File: src/rtl/debug_loader_if.sv
// Host-side request/response channel of the debug loader.
// Carries write requests in, verify results out, and the hold-release pulse.
interface debug_loader_if;
    logic        req_valid;
    logic        req_ready;
    logic [1:0]  req_select;
    logic [9:0]  req_address;
    logic [31:0] req_data;
    logic        hold_release;
    logic        rsp_valid;
    logic        rsp_ready;
    logic        rsp_ok;
    logic [31:0] rsp_word;

    modport master (
        output req_valid, req_select, req_address, req_data,
        output hold_release, rsp_ready,
        input  req_ready, rsp_valid, rsp_ok, rsp_word
    );

    modport slave (
        input  req_valid, req_select, req_address, req_data,
        input  hold_release, rsp_ready,
        output req_ready, rsp_valid, rsp_ok, rsp_word
    );
endinterface

File: src/rtl/debug_loader.sv
// Debug write loader: freezes the core, writes imem/regs/dmem,
// then reads the location back through the inspection port.
module debug_loader #(
    parameter int DRAIN_CYCLES = 5,
    parameter int READ_LATENCY = 1
) (
    input  logic          clk,
    input  logic          reset,
    debug_loader_if.slave host,
    output logic          cpu_hold,
    output logic          imem_we,
    output logic          reg_we,
    output logic          dmem_we,
    output logic [9:0]    wr_address,
    output logic [31:0]   wr_data,
    output logic [1:0]    select,
    output logic [9:0]    derreference,
    input  logic [31:0]   word
);
    typedef enum logic [2:0] {
        IDLE,
        DRAIN,
        CHECK,
        WRITE,
        VERIFY,
        RESP
    } state_t;

    localparam logic [7:0] DRAIN_LAST = 8'(DRAIN_CYCLES - 1);
    localparam logic [7:0] READ_LAST  = 8'(READ_LATENCY - 1);

    state_t      state;
    state_t      nextState;
    logic [7:0]  cnt;
    logic        holdFlag;
    logic        relPend;
    logic [1:0]  latSel;
    logic [9:0]  latAddr;
    logic [31:0] latData;
    logic        rspOk;
    logic [31:0] rspWord;
    logic        reject;
    logic        leaveResp;

    assign cpu_hold      = holdFlag;
    assign host.rsp_ok   = rspOk;
    assign host.rsp_word = rspWord;
    assign leaveResp     = (state == RESP) && host.rsp_ready;

    always_comb begin
        reject = 1'b0;
        unique case (latSel)
            2'b00:   reject = latAddr > 10'd255;
            2'b01:   reject = (latAddr > 10'd31) || (latAddr == 10'd0);
            2'b10:   reject = 1'b0;
            default: reject = 1'b1;
        endcase
    end

    always_ff @(posedge clk or posedge reset) begin
        if (reset) begin
            state <= IDLE;
        end else begin
            state <= nextState;
        end
    end

    always_comb begin
        nextState      = state;
        host.req_ready = 1'b0;
        host.rsp_valid = 1'b0;
        imem_we        = 1'b0;
        reg_we         = 1'b0;
        dmem_we        = 1'b0;
        wr_address     = '0;
        wr_data        = '0;
        select         = '0;
        derreference   = '0;
        unique case (state)
            IDLE: begin
                host.req_ready = 1'b1;
                if (host.req_valid) begin
                    nextState = holdFlag ? CHECK : DRAIN;
                end
            end
            DRAIN: begin
                if (cnt == DRAIN_LAST) begin
                    nextState = CHECK;
                end
            end
            CHECK: begin
                nextState = reject ? RESP : WRITE;
            end
            WRITE: begin
                wr_address = latAddr;
                wr_data    = latData;
                unique case (1'b1)
                    (latSel == 2'b00): imem_we = holdFlag;
                    (latSel == 2'b01): reg_we  = holdFlag;
                    (latSel == 2'b10): dmem_we = holdFlag;
                    default: ;
                endcase
                nextState = VERIFY;
            end
            VERIFY: begin
                select       = latSel;
                derreference = latAddr;
                if (cnt == READ_LAST) begin
                    nextState = RESP;
                end
            end
            RESP: begin
                host.rsp_valid = 1'b1;
                if (host.rsp_ready) begin
                    nextState = IDLE;
                end
            end
            default: nextState = IDLE;
        endcase
    end

    // One counter serves both the drain wait and the readback wait.
    always_ff @(posedge clk or posedge reset) begin
        if (reset) begin
            cnt <= '0;
        end else if (nextState != state) begin
            cnt <= '0;
        end else if (state == DRAIN || state == VERIFY) begin
            cnt <= cnt + 8'd1;
        end
    end

    always_ff @(posedge clk or posedge reset) begin
        if (reset) begin
            latSel  <= '0;
            latAddr <= '0;
            latData <= '0;
        end else if (state == IDLE && host.req_valid) begin
            latSel  <= host.req_select;
            latAddr <= host.req_address;
            latData <= host.req_data;
        end
    end

    // A request beats a simultaneous release; the release is deferred
    // until the response has been taken.
    always_ff @(posedge clk or posedge reset) begin
        if (reset) begin
            holdFlag <= 1'b0;
            relPend  <= 1'b0;
        end else if (state == IDLE) begin
            if (host.req_valid) begin
                holdFlag <= 1'b1;
                relPend  <= host.hold_release;
            end else if (host.hold_release) begin
                holdFlag <= 1'b0;
                relPend  <= 1'b0;
            end
        end else if (leaveResp) begin
            if (relPend || host.hold_release) begin
                holdFlag <= 1'b0;
            end
            relPend <= 1'b0;
        end else if (host.hold_release) begin
            relPend <= 1'b1;
        end
    end

    always_ff @(posedge clk or posedge reset) begin
        if (reset) begin
            rspOk   <= 1'b0;
            rspWord <= '0;
        end else if (state == CHECK && reject) begin
            rspOk   <= 1'b0;
            rspWord <= '0;
        end else if (state == VERIFY && cnt == READ_LAST) begin
            rspOk   <= (word == latData);
            rspWord <= word;
        end
    end
endmodule

File: src/flat_wrapper.sv
// flat-port wrapper written by rule: the top's interface ports become plain ports
module debug_loader_flat 
#(
    parameter int DRAIN_CYCLES = 5,
    parameter int READ_LATENCY = 1
)
  (clk, reset, cpu_hold, imem_we, reg_we, dmem_we, wr_address, wr_data, select, derreference, word, host_req_valid, host_req_select, host_req_address, host_req_data, host_hold_release, host_rsp_ready, host_req_ready, host_rsp_valid, host_rsp_ok, host_rsp_word);
  debug_loader_if host_i ();
  input  logic clk;
  input  logic reset;
  output logic cpu_hold;
  output logic imem_we;
  output logic reg_we;
  output logic dmem_we;
  output logic [9:0] wr_address;
  output logic [31:0] wr_data;
  output logic [1:0] select;
  output logic [9:0] derreference;
  input  logic [31:0] word;
  input wire logic [$bits(host_i.req_valid)-1:0] host_req_valid;
  input wire logic [$bits(host_i.req_select)-1:0] host_req_select;
  input wire logic [$bits(host_i.req_address)-1:0] host_req_address;
  input wire logic [$bits(host_i.req_data)-1:0] host_req_data;
  input wire logic [$bits(host_i.hold_release)-1:0] host_hold_release;
  input wire logic [$bits(host_i.rsp_ready)-1:0] host_rsp_ready;
  output wire logic [$bits(host_i.req_ready)-1:0] host_req_ready;
  output wire logic [$bits(host_i.rsp_valid)-1:0] host_rsp_valid;
  output wire logic [$bits(host_i.rsp_ok)-1:0] host_rsp_ok;
  output wire logic [$bits(host_i.rsp_word)-1:0] host_rsp_word;
  assign host_i.req_valid = host_req_valid;
  assign host_i.req_select = host_req_select;
  assign host_i.req_address = host_req_address;
  assign host_i.req_data = host_req_data;
  assign host_i.hold_release = host_hold_release;
  assign host_i.rsp_ready = host_rsp_ready;
  assign host_req_ready = host_i.req_ready;
  assign host_rsp_valid = host_i.rsp_valid;
  assign host_rsp_ok = host_i.rsp_ok;
  assign host_rsp_word = host_i.rsp_word;
  debug_loader #(.DRAIN_CYCLES(DRAIN_CYCLES), .READ_LATENCY(READ_LATENCY)) u_core (.clk(clk), .reset(reset), .host(host_i), .cpu_hold(cpu_hold), .imem_we(imem_we), .reg_we(reg_we), .dmem_we(dmem_we), .wr_address(wr_address), .wr_data(wr_data), .select(select), .derreference(derreference), .word(word));
endmodule
File: config.mk
export PLATFORM = sky130hd
export DESIGN_NAME = debug_loader_flat
export DESIGN_NICKNAME = d
export VERILOG_FILES = /design/src/rtl/debug_loader_if.sv /design/src/rtl/debug_loader.sv /design/src/flat_wrapper.sv
export SDC_FILE = /design/constraint.sdc
export NUM_CORES = 1
export LEC_CHECK = 0
export CORE_ASPECT_RATIO = 1.5
export CORE_MARGIN = 2
export CORE_UTILIZATION = 41
export CTS_BUF_LIST = sky130_fd_sc_hd__clkbuf_4 sky130_fd_sc_hd__clkbuf_8
export CTS_CLUSTER_SIZE = 10
export DETAILED_ROUTE_END_ITERATION = 12
export PLACE_DENSITY = 0.78
export SYNTH_ARGS = -nofsm -noshare
export SYNTH_HDL_FRONTEND = slang
export SYNTH_SLANG_ARGS = --single-unit
File: constraint.sdc
create_clock -name clk -period 2.7 [get_ports clk]
set_input_delay 0.54 -clock clk [delete_from_list [all_inputs] [get_ports clk]]
set_output_delay 0.54 -clock clk [all_outputs]
set_load 0.05 [all_outputs]
==> results.sh, run 1 <==
export IMPL_finalClockSkew_ns=0.0109
export IMPL_vias=3960
export IMPL_synth_edff_count=0
export IMPL_gp_congestion=0.824
export IMPL_setup_worst_path_end_class="output pin"
export IMPL_worstSetupPathType="flop to output pin"
export IMPL_cts_root_buffer="clkbuf_8"
export IMPL_coreArea_mm2=0.0110
export IMPL_crit_path_max_fanout=14
export IMPL_cts_buffers=9
export IMPL_relSlewSlack=0.619
export IMPL_post_route_drc_count=0
export IMPL_clkTransAtPathRegs_ns=0.10
export IMPL_period_needed_ns=2.56
export IMPL_io_pins=174
export IMPL_grt_overflow=0
export IMPL_synthArstFlopShare=1.00
export IMPL_ys_ff_latch=90
export IMPL_synth_top_area_cell="dfrtp_1"
export IMPL_yosys_top_cells_area="dfrtp_1 (49%), mux2_2 (11%), and2_1 (7.6%)"
export IMPL_maxCapViolCount=0
export IMPL_fp_dieH_um=134
export IMPL_hpwl_um=11200
export IMPL_pwr_density_cell_mw_per_mm2=1150
export IMPL_fin_ws_ns=0.137
export IMPL_portBuffers=173
export IMPL_min_from="u_core.host.rsp_word[7]"
export IMPL_ys_seq_area_frac=0.488
export IMPL_grt_pass1_vias=4201
export IMPL_post_place_cells=751
export IMPL_dpl_cell_area_mm2=0.00709
export IMPL_required_ns=2.16
export IMPL_final_area_mm2=0.00733
export IMPL_grt_usage=0.236
export IMPL_cts_tree="yes"
export IMPL_hold_class="flop to flop"
export IMPL_wirelength_um=14200
export IMPL_status="finished clean"
export IMPL_cts_sinks=90
export IMPL_hold_violations=0
export IMPL_start_kind="flop"
export IMPL_clock_fmax_mhz=390
export IMPL_grt_pass1_wl_um=22200
export IMPL_r2r_start="u_core.latAddr[3]"
export IMPL_stdcell_count=767
export IMPL_finalCritPeriodShare=0.949
export IMPL_finalSetupViolations=0
export IMPL_peakVddDrop_v=0.000557
export IMPL_wl_per_cell_um=18.5
export IMPL_yosysTopAreaCellShare=0.488
export IMPL_avgSynthCellArea_um2=10.4
export IMPL_worstMarginPinSlew_ns=0.570
export IMPL_grt_max_degree=47
export IMPL_drtIter0Drc=186
export IMPL_cts_setup_buffers=0
export IMPL_die_x_um=90.6
export IMPL_final_nets=698
export IMPL_tns_ns=0
export IMPL_clk_latency_ns=0.38
export IMPL_synthesis_area_mm2=0.00462
export IMPL_cts_resized=0
export IMPL_yosysWarnings=0
export IMPL_detail_route_antenna_nets=0
export IMPL_holdBufCountCts=0
export IMPL_syn2layout_area_growth_pct=58.7
export IMPL_rows=47
export IMPL_start_util=0.420
export IMPL_p_leak_nw=2.99
export IMPL_synth_cell_types=43
export IMPL_cts_htree_levels=3
export IMPL_crit_start="u_core.state[0]"
export IMPL_preCtsSetupSlack_ns=0.391
export IMPL_fp_dieArea_mm2=0.0121
export IMPL_diodes=0
export IMPL_first_pass_iters=4
export IMPL_critPathArrivalTime_ns=2.02
export IMPL_via_per_inst=5.16
export IMPL_syn_inst=442
export IMPL_drv_slew=0
export IMPL_antenna_found_initial=0
export IMPL_drive_above_1_share=0.245
export IMPL_clock_path_buffers=2
export IMPL_fin_total_pwr_mw=8.41
export IMPL_ys_flop_type="dfrtp_1"
export IMPL_syn_nets=525
export IMPL_rsz0062_at_grt="no"
synth_stat cells (all sizes together) (2+ instances only):
cell type / instances
mux2: 45
nand2: 71
nand3: 5
and2: 56
xnor2: 37
nor4b: 2
a21oi: 36
o21bai: 2
nand4: 11
nor3b: 4
or2: 2
and3: 5
xor2: 4
dfrtp: 90
clkbuf: 13
nor4: 4
inv: 6
buf: 11
nor2: 8
ha: 2
nor3: 12
state kept, by name, summed over array words and instances (netlist names):
| signal | flops |
|---|---|
| u_core.state | 3 |
| u_core.host.rsp_ok | 1 |
| u_core.relPend | 1 |
| u_core.cnt | 8 |
| u_core.host.rsp_word | 32 |
| u_core.latAddr | 10 |
| u_core.latSel | 2 |
| u_core.cpu_hold | 1 |
| u_core.latData | 32 |
final timing paths:
check,endpoint,slack [ns],cells past startpoint
setup reg to reg,u_core.host.rsp_word[11],0.39,6
max in group asynchronous,u_core.latAddr[6],1.86,3
setup / recovery,dmem_we,0.14,5
min in group asynchronous,u_core.host.rsp_word[6],0.59,3
hold / removal,u_core.host.rsp_word[7],0.52,2
hold reg to reg,u_core.host.rsp_word[7],0.52,2
cells in the final DEF (no fill, tap or decap), types with 2 or more instances in the layout:
cell,count
nor4_1,4
xnor2_1,37
nor3b_1,3
buf_12,59
buf_4,12
mux2_2,45
dfrtp_1,90
clkinv_4,2
inv_1,5
and2_1,56
nor3_1,12
or2_2,2
a21oi_1,26
o21bai_1,2
a21oi_2,10
nand3_1,5
nand4_1,11
clkdlybuf4s50_1,114
clkbuf_8,10
nor2_1,7
ha_1,2
nand2_1,71
and3_1,4
bufinv_16,2
xor2_1,4
critical path, stage by stage (launching register included):
cell and delay [ns]:
dfrtp_1 0.64, nand2b_1 0.15, nor2_2 0.17, nand2_1 0.13, nor3b_1 0.37, buf_12 0.19
stage by stage:
| step | hold slack, ns | util |
|---|---|---|
| 2_1_floorplan | 0.500 | - |
| 3_3_place_gp | 0.512 | 0.645 |
| 3_5_place_dp | 0.517 | 0.645 |
| 4_1_cts | 0.529 | 0.666 |
| 5_1_grt | 0.565 | 0.666 |
| 6_report | 0.525 | 0.666 |
area by class of cell:
class	instances	area [um^2]
flip-flops and latches	90	2250
repair buffers	186	2420
inverters	6	26.3
multi-input cells	322	2200
clock inverters	6	97.6
fillers	835	3670
well taps	147	184
clock buffers	10	138
layer usage:
metal / track usage / vias to the layer above / wire (um)
li1: - / 1844 / -
met1: 0.255 / 1944 / 5140
met2: 0.453 / 154 / 7970
met3: 0.0506 / 18 / 840
met4: 0.0752 / 0 / 251
met5: 0 / - / 0
power by group:
group	total (mW)	switching (mW)	internal, mW
combinational	4.82	2.73	2.09
clock	1.09	0.525	0.560
sequential	2.51	0.561	1.95
total	8.41	3.81	4.60
cells by family (layout without fill, tap and decap cells):
| group | count (synthesis) | count (layout) | share of synthesized area |
|---|---|---|---|
| adder cells (fa/ha/maj) | 2 | 2 | 0.00542 |
| AO/OA/AOI/OAI | 51 | 51 | 0.0775 |
| XOR/XNOR | 41 | 41 | 0.0778 |
| multiplexers | 46 | 46 | 0.112 |
| flip-flops | 90 | 90 | 0.488 |
| AND/OR/NAND/NOR | 182 | 182 | 0.204 |
| buffers and inverters | 30 | 208 | 0.0352 |
Power figures use the tool's default switching activity.
==> inputs of run 2 (changes only) <==
--- a/config.mk
+++ b/config.mk
@@ -11,7 +11,7 @@
 export CTS_BUF_LIST = sky130_fd_sc_hd__clkbuf_4 sky130_fd_sc_hd__clkbuf_8
 export CTS_CLUSTER_SIZE = 10
 export DETAILED_ROUTE_END_ITERATION = 12
-export PLACE_DENSITY = 0.78
+export PLACE_DENSITY = 0.79
 export SYNTH_ARGS = -nofsm -noshare
 export SYNTH_HDL_FRONTEND = slang
 export SYNTH_SLANG_ARGS = --single-unit
==> results.sh, run 2 (synthesized netlist as in run 1, its figures left out) <==
export IMPL_final_area_mm2=0.00727
export IMPL_fin_util=0.662
export IMPL_pwr_density_cell_mw_per_mm2=1140
export IMPL_critPathTopFamily="flip-flops"
export IMPL_hold_class="flop to flop"
export IMPL_grt_pass1_vias=4291
export IMPL_portBuffers=173
export IMPL_grt_usage=0.240
export IMPL_worstMarginPinSlew_ns=0.571
export IMPL_cp_num_buf_inv=2
export IMPL_fp_dieH_um=134
export IMPL_post_route_drc_count=0
export IMPL_via_per_inst=5.22
export IMPL_preCtsSetupSlack_ns=0.431
export IMPL_drive_above_1_share=0.240
export IMPL_gp_congestion=0.876
export IMPL_start_util=0.420
export IMPL_drtIter0Drc=185
export IMPL_setup_worst_path_end_class="output pin"
export IMPL_grt_max_degree=91
export IMPL_clock_fmax_mhz=394
export IMPL_clkTransAtPathRegs_ns=0.08
export IMPL_final_nets=695
export IMPL_cts_htree_levels=3
export IMPL_clk_latency_ns=0.36
export IMPL_whs_ns=0.522
export IMPL_worstSetupPathType="flop to output pin"
export IMPL_status="finished clean"
export IMPL_finalClockSkew_ns=0.00821
export IMPL_start_kind="flop"
export IMPL_antenna_found_initial=0
export IMPL_wl_per_cell_um=18.8
export IMPL_vias=3981
export IMPL_cts_tree="yes"
export IMPL_grt_pass1_wl_um=22700
export IMPL_min_from="u_core.host.rsp_word[12]"
export IMPL_wirelength_um=14400
export IMPL_crit_path_max_fanout=27
export IMPL_cts_sinks=90
export IMPL_critical_path_max_stage_delay_ns=0.63
export IMPL_diodes=0
export IMPL_r2r_start="u_core.cnt[0]"
export IMPL_cts_root_buffer="clkbuf_8"
export IMPL_finalCritPeriodShare=0.940
export IMPL_rows=47
export IMPL_holdBufCountCts=0
export IMPL_cts_buffers=9
export IMPL_post_place_cells=748
export IMPL_detail_route_antenna_nets=0
export IMPL_grt_overflow=0
export IMPL_hold_violations=0
export IMPL_drv_slew=0
export IMPL_fin_ws_ns=0.162
export IMPL_p_leak_nw=2.96
export IMPL_relSlewSlack=0.618
export IMPL_final_common_cell="clkdlybuf4s50_1"
export IMPL_critPathSlowestCell="dfrtp_1"
export IMPL_crit_start="u_core.state[0]"
export IMPL_coreArea_mm2=0.0110
export IMPL_tns_ns=0
export IMPL_hpwl_um=11000
export IMPL_clock_path_buffers=2
export IMPL_stdcell_count=763
export IMPL_crit_chain="nand2b_1 > nor2_2 > buf_4 > and2_1 > buf_12"
export IMPL_period_needed_ns=2.54
export IMPL_die_x_um=90.6
export IMPL_io_pins=174
export IMPL_rsz0062_at_grt="no"
export IMPL_fin_total_pwr_mw=8.29
export IMPL_required_ns=2.16
export IMPL_critPathArrivalTime_ns=2.00
export IMPL_fp_dieArea_mm2=0.0121
export IMPL_maxCapViolCount=0
export IMPL_peakVddDrop_v=0.000552
export IMPL_finalSetupViolations=0
export IMPL_syn2layout_area_growth_pct=57.6
export IMPL_dpl_cell_area_mm2=0.00708
export IMPL_first_pass_iters=4
export IMPL_layout_common_cells="clkdlybuf4s50_1 (114), dfrtp_1 (90), nand2_1 (71)"
## run 2: where the power goes
part / total (mW) / internal [mW] / switching (mW)
clock: 0.926 / 0.467 / 0.460
sequential: 2.51 / 1.95 / 0.560
combinational: 4.85 / 2.10 / 2.75
total: 8.29 / 4.51 / 3.77
## run 2: what timing repair did
item	in CTS	in global routing
setup endpoints to repair	0	1
setup buffers	0	0
resized for setup	0	1
## run 2: worst register-to-register path, delay by kind of cell (launching register included)
kind	cells	cell delay, ns
simple gates	3	0.75
flops	1	0.43
buf+inv	1	0.08
fa+ha+maj	1	0.14
compound gates	2	0.67
## run 2: per-layer routing
metal | share of wire | vias up | GRT usage
li1 | - | 1837 | -
met1 | 0.36 | 1955 | 0.262
met2 | 0.54 | 156 | 0.439
met3 | 0.061 | 33 | 0.0534
met4 | 0.036 | 0 | 0.110
met5 | 0 | - | 0
## run 2: path summary, 6_finish.rpt
kind / end / slack (ns) / depth (start not counted)
max in group asynchronous: u_core.latData[30] / 1.65 / 3
hold / removal: u_core.host.rsp_word[12] / 0.52 / 2
setup reg to reg: u_core.cnt[7] / 0.50 / 7
min in group asynchronous: u_core.host.rsp_word[1] / 0.66 / 3
hold reg to reg: u_core.host.rsp_word[12] / 0.52 / 2
setup / recovery: wr_data[16] / 0.16 / 5
## run 2: cell type report
cell class	count	area, um^2
clock buffers	12	153
clock inverters	3	40.0
fillers	852	3720
inverters	6	26.3
multi-input cells	322	2200
flip-flops and latches	90	2250
well taps	147	184
repair buffers	183	2410
==> inputs of run 3 (changes only) <==
--- a/config.mk
+++ b/config.mk
@@ -5,7 +5,7 @@
 export SDC_FILE = /design/constraint.sdc
 export NUM_CORES = 1
 export LEC_CHECK = 0
-export CORE_ASPECT_RATIO = 1.5
+export CORE_ASPECT_RATIO = 0.9
 export CORE_MARGIN = 2
 export CORE_UTILIZATION = 41
 export CTS_BUF_LIST = sky130_fd_sc_hd__clkbuf_4 sky130_fd_sc_hd__clkbuf_8
==> results.sh, run 3 (synthesized netlist as in run 1, its figures left out) <==
export IMPL_drtIter0Drc=237
export IMPL_drive_above_1_share=0.250
export IMPL_start_kind="flop"
export IMPL_grt_pass1_vias=4210
export IMPL_portBuffers=173
export IMPL_diodes=0
export IMPL_clock_fmax_mhz=393
export IMPL_rsz0062_at_grt="no"
export IMPL_cts_resized=0
export IMPL_cts_setup_buffers=0
export IMPL_io_pins=174
export IMPL_hpwl_um=10400
export IMPL_die_x_um=116
export IMPL_min_from="u_core.host.rsp_word[23]"
export IMPL_reg2reg_to="u_core.host.rsp_word[9]"
export IMPL_post_route_drc_count=0
export IMPL_grt_busiest_layer="met2"
export IMPL_grt_max_degree=66
export IMPL_fp_dieArea_mm2=0.0121
export IMPL_grt_usage=0.231
export IMPL_peakVddDrop_v=0.000644
export IMPL_clock_path_buffers=2
export IMPL_cts_buffers=9
export IMPL_r2r_slack_ns=0.52
export IMPL_final_nets=699
export IMPL_hold_class="flop to flop"
export IMPL_seq_area_mm2=0.00225
export IMPL_wirelength_um=13700
export IMPL_p_int_mw=4.39
export IMPL_cts_htree_levels=3
export IMPL_fp_dieH_um=105
export IMPL_worstMarginPinSlew_ns=0.560
export IMPL_layout_common_cells="clkdlybuf4s50_1 (114), dfrtp_1 (90), nand2_1 (71)"
export IMPL_vias=3990
export IMPL_required_ns=2.16
export IMPL_gr_usage_met3=0.0603
export IMPL_crit_path_max_fanout=14
export IMPL_maxCapViolCount=0
export IMPL_p_leak_nw=2.96
export IMPL_period_needed_ns=2.54
export IMPL_clkTransAtPathRegs_ns=0.09
export IMPL_via_per_inst=5.16
export IMPL_coreArea_mm2=0.0109
export IMPL_whs_ns=0.521
export IMPL_final_common_cell="clkdlybuf4s50_1"
export IMPL_clk_latency_ns=0.36
export IMPL_grt_overflow=0
export IMPL_nFillCells=875
export IMPL_finalCritPeriodShare=0.942
export IMPL_fin_total_pwr_mw=8.19
export IMPL_rows=36
export IMPL_hold_end="u_core.host.rsp_word[23]"
export IMPL_wl_per_cell_um=17.7
export IMPL_detail_route_antenna_nets=0
export IMPL_critPathArrivalTime_ns=2.00
export IMPL_first_pass_iters=4
export IMPL_gp_congestion=0.843
export IMPL_hold_path_depth=2
export IMPL_start_util=0.423
export IMPL_power_frac_comb=0.593
export IMPL_reg2reg_depth=6
export IMPL_worstSetupPathType="flop to output pin"
export IMPL_tns_ns=0
export IMPL_syn2layout_area_growth_pct=57.6
export IMPL_antenna_found_initial=0
export IMPL_p_clk_frac=0.105
export IMPL_r2r_start="u_core.latAddr[3]"
export IMPL_cts_sinks=90
export IMPL_finalSetupViolations=0
export IMPL_use_met1=0.305
export IMPL_p_seq_frac=0.302
export IMPL_grt_met2_usage=0.375
export IMPL_pwr_density_cell_mw_per_mm2=1130
export IMPL_multi_input_comb_area_mm2=0.00221
export IMPL_switchingPower_mw=3.80
export IMPL_setup_worst_path_end_class="output pin"
export IMPL_cts_tree="yes"
export IMPL_holdBufCountCts=0
export IMPL_grt_pass1_wl_um=21800
export IMPL_hold_violations=0
export IMPL_cts_root_buffer="clkbuf_8"
export IMPL_drv_slew=0
export IMPL_status="finished clean"
export IMPL_p_sw_frac=0.464
export IMPL_fin_util=0.667
export IMPL_finalClockSkew_ns=0.0108
export IMPL_relSlewSlack=0.625
[run 3: cell count changes in the layout (fill, tap and decap cells not counted), moves of 2 or more]
cell      before  now
inv_6          0    3
buf_4          8   14
clkbuf_4       2    0
buf_12        60   58
[run 3: worst max path at each step]
| stage | cells after the start | to | from |
|---|---|---|---|
| after global placement | 3 | host_rsp_valid | u_core.state[0] |
| after floorplan | 5 | reg_we | u_core.state[2] |
| after detailed placement | 3 | host_rsp_valid | u_core.state[0] |
| after CTS | 3 | host_rsp_valid | u_core.state[0] |
| after global routing | 5 | reg_we | u_core.state[0] |
| final | 5 | dmem_we | u_core.state[0] |
[run 3: power groups by stage]
stage	Combinational [mW]	Sequential, mW	Clock, mW
after floorplan	2.43	3.05	0
after global placement	4.79	2.46	0
after detailed placement	4.87	2.50	0
after CTS	4.89	2.47	0.880
after global routing	5.13	2.57	0.946
final	4.85	2.47	0.857
[run 3: cell type report]
class | count | share of cell area
clock inverters | 7 | 0.00722
flip-flops and latches | 90 | 0.310
well taps | 152 | 0.0261
repair buffers | 187 | 0.333
multi-input cells | 322 | 0.304
inverters | 6 | 0.00361
clock buffers | 9 | 0.0170
[run 3: critical path: stages, from the launching register on]
cell and delay [ns]:
dfrtp_1 0.63, nand2b_1 0.16, nor2_2 0.18, nand2_1 0.11
nor3b_1 0.37, buf_12 0.19
[run 3: per-stage QoR]
step / cells / setup slack (ns) / instance area, um^2
floorplan: 442 / -0.0566 / 4620
global placement: 757 / 0.494 / 7100
detailed placement: 757 / 0.479 / 7100
CTS: 773 / 0.0760 / 7270
global route: 773 / 0.00178 / 7280
finish: 773 / 0.156 / 7280
[run 3: layer usage]
layer | routed length, um | share of wire | vias to the layer above
met5 | 0 | 0 | -
met4 | 167 | 0.012 | 0
li1 | - | - | 1839
met3 | 1010 | 0.073 | 12
met2 | 6700 | 0.49 | 154
met1 | 5800 | 0.42 | 1985
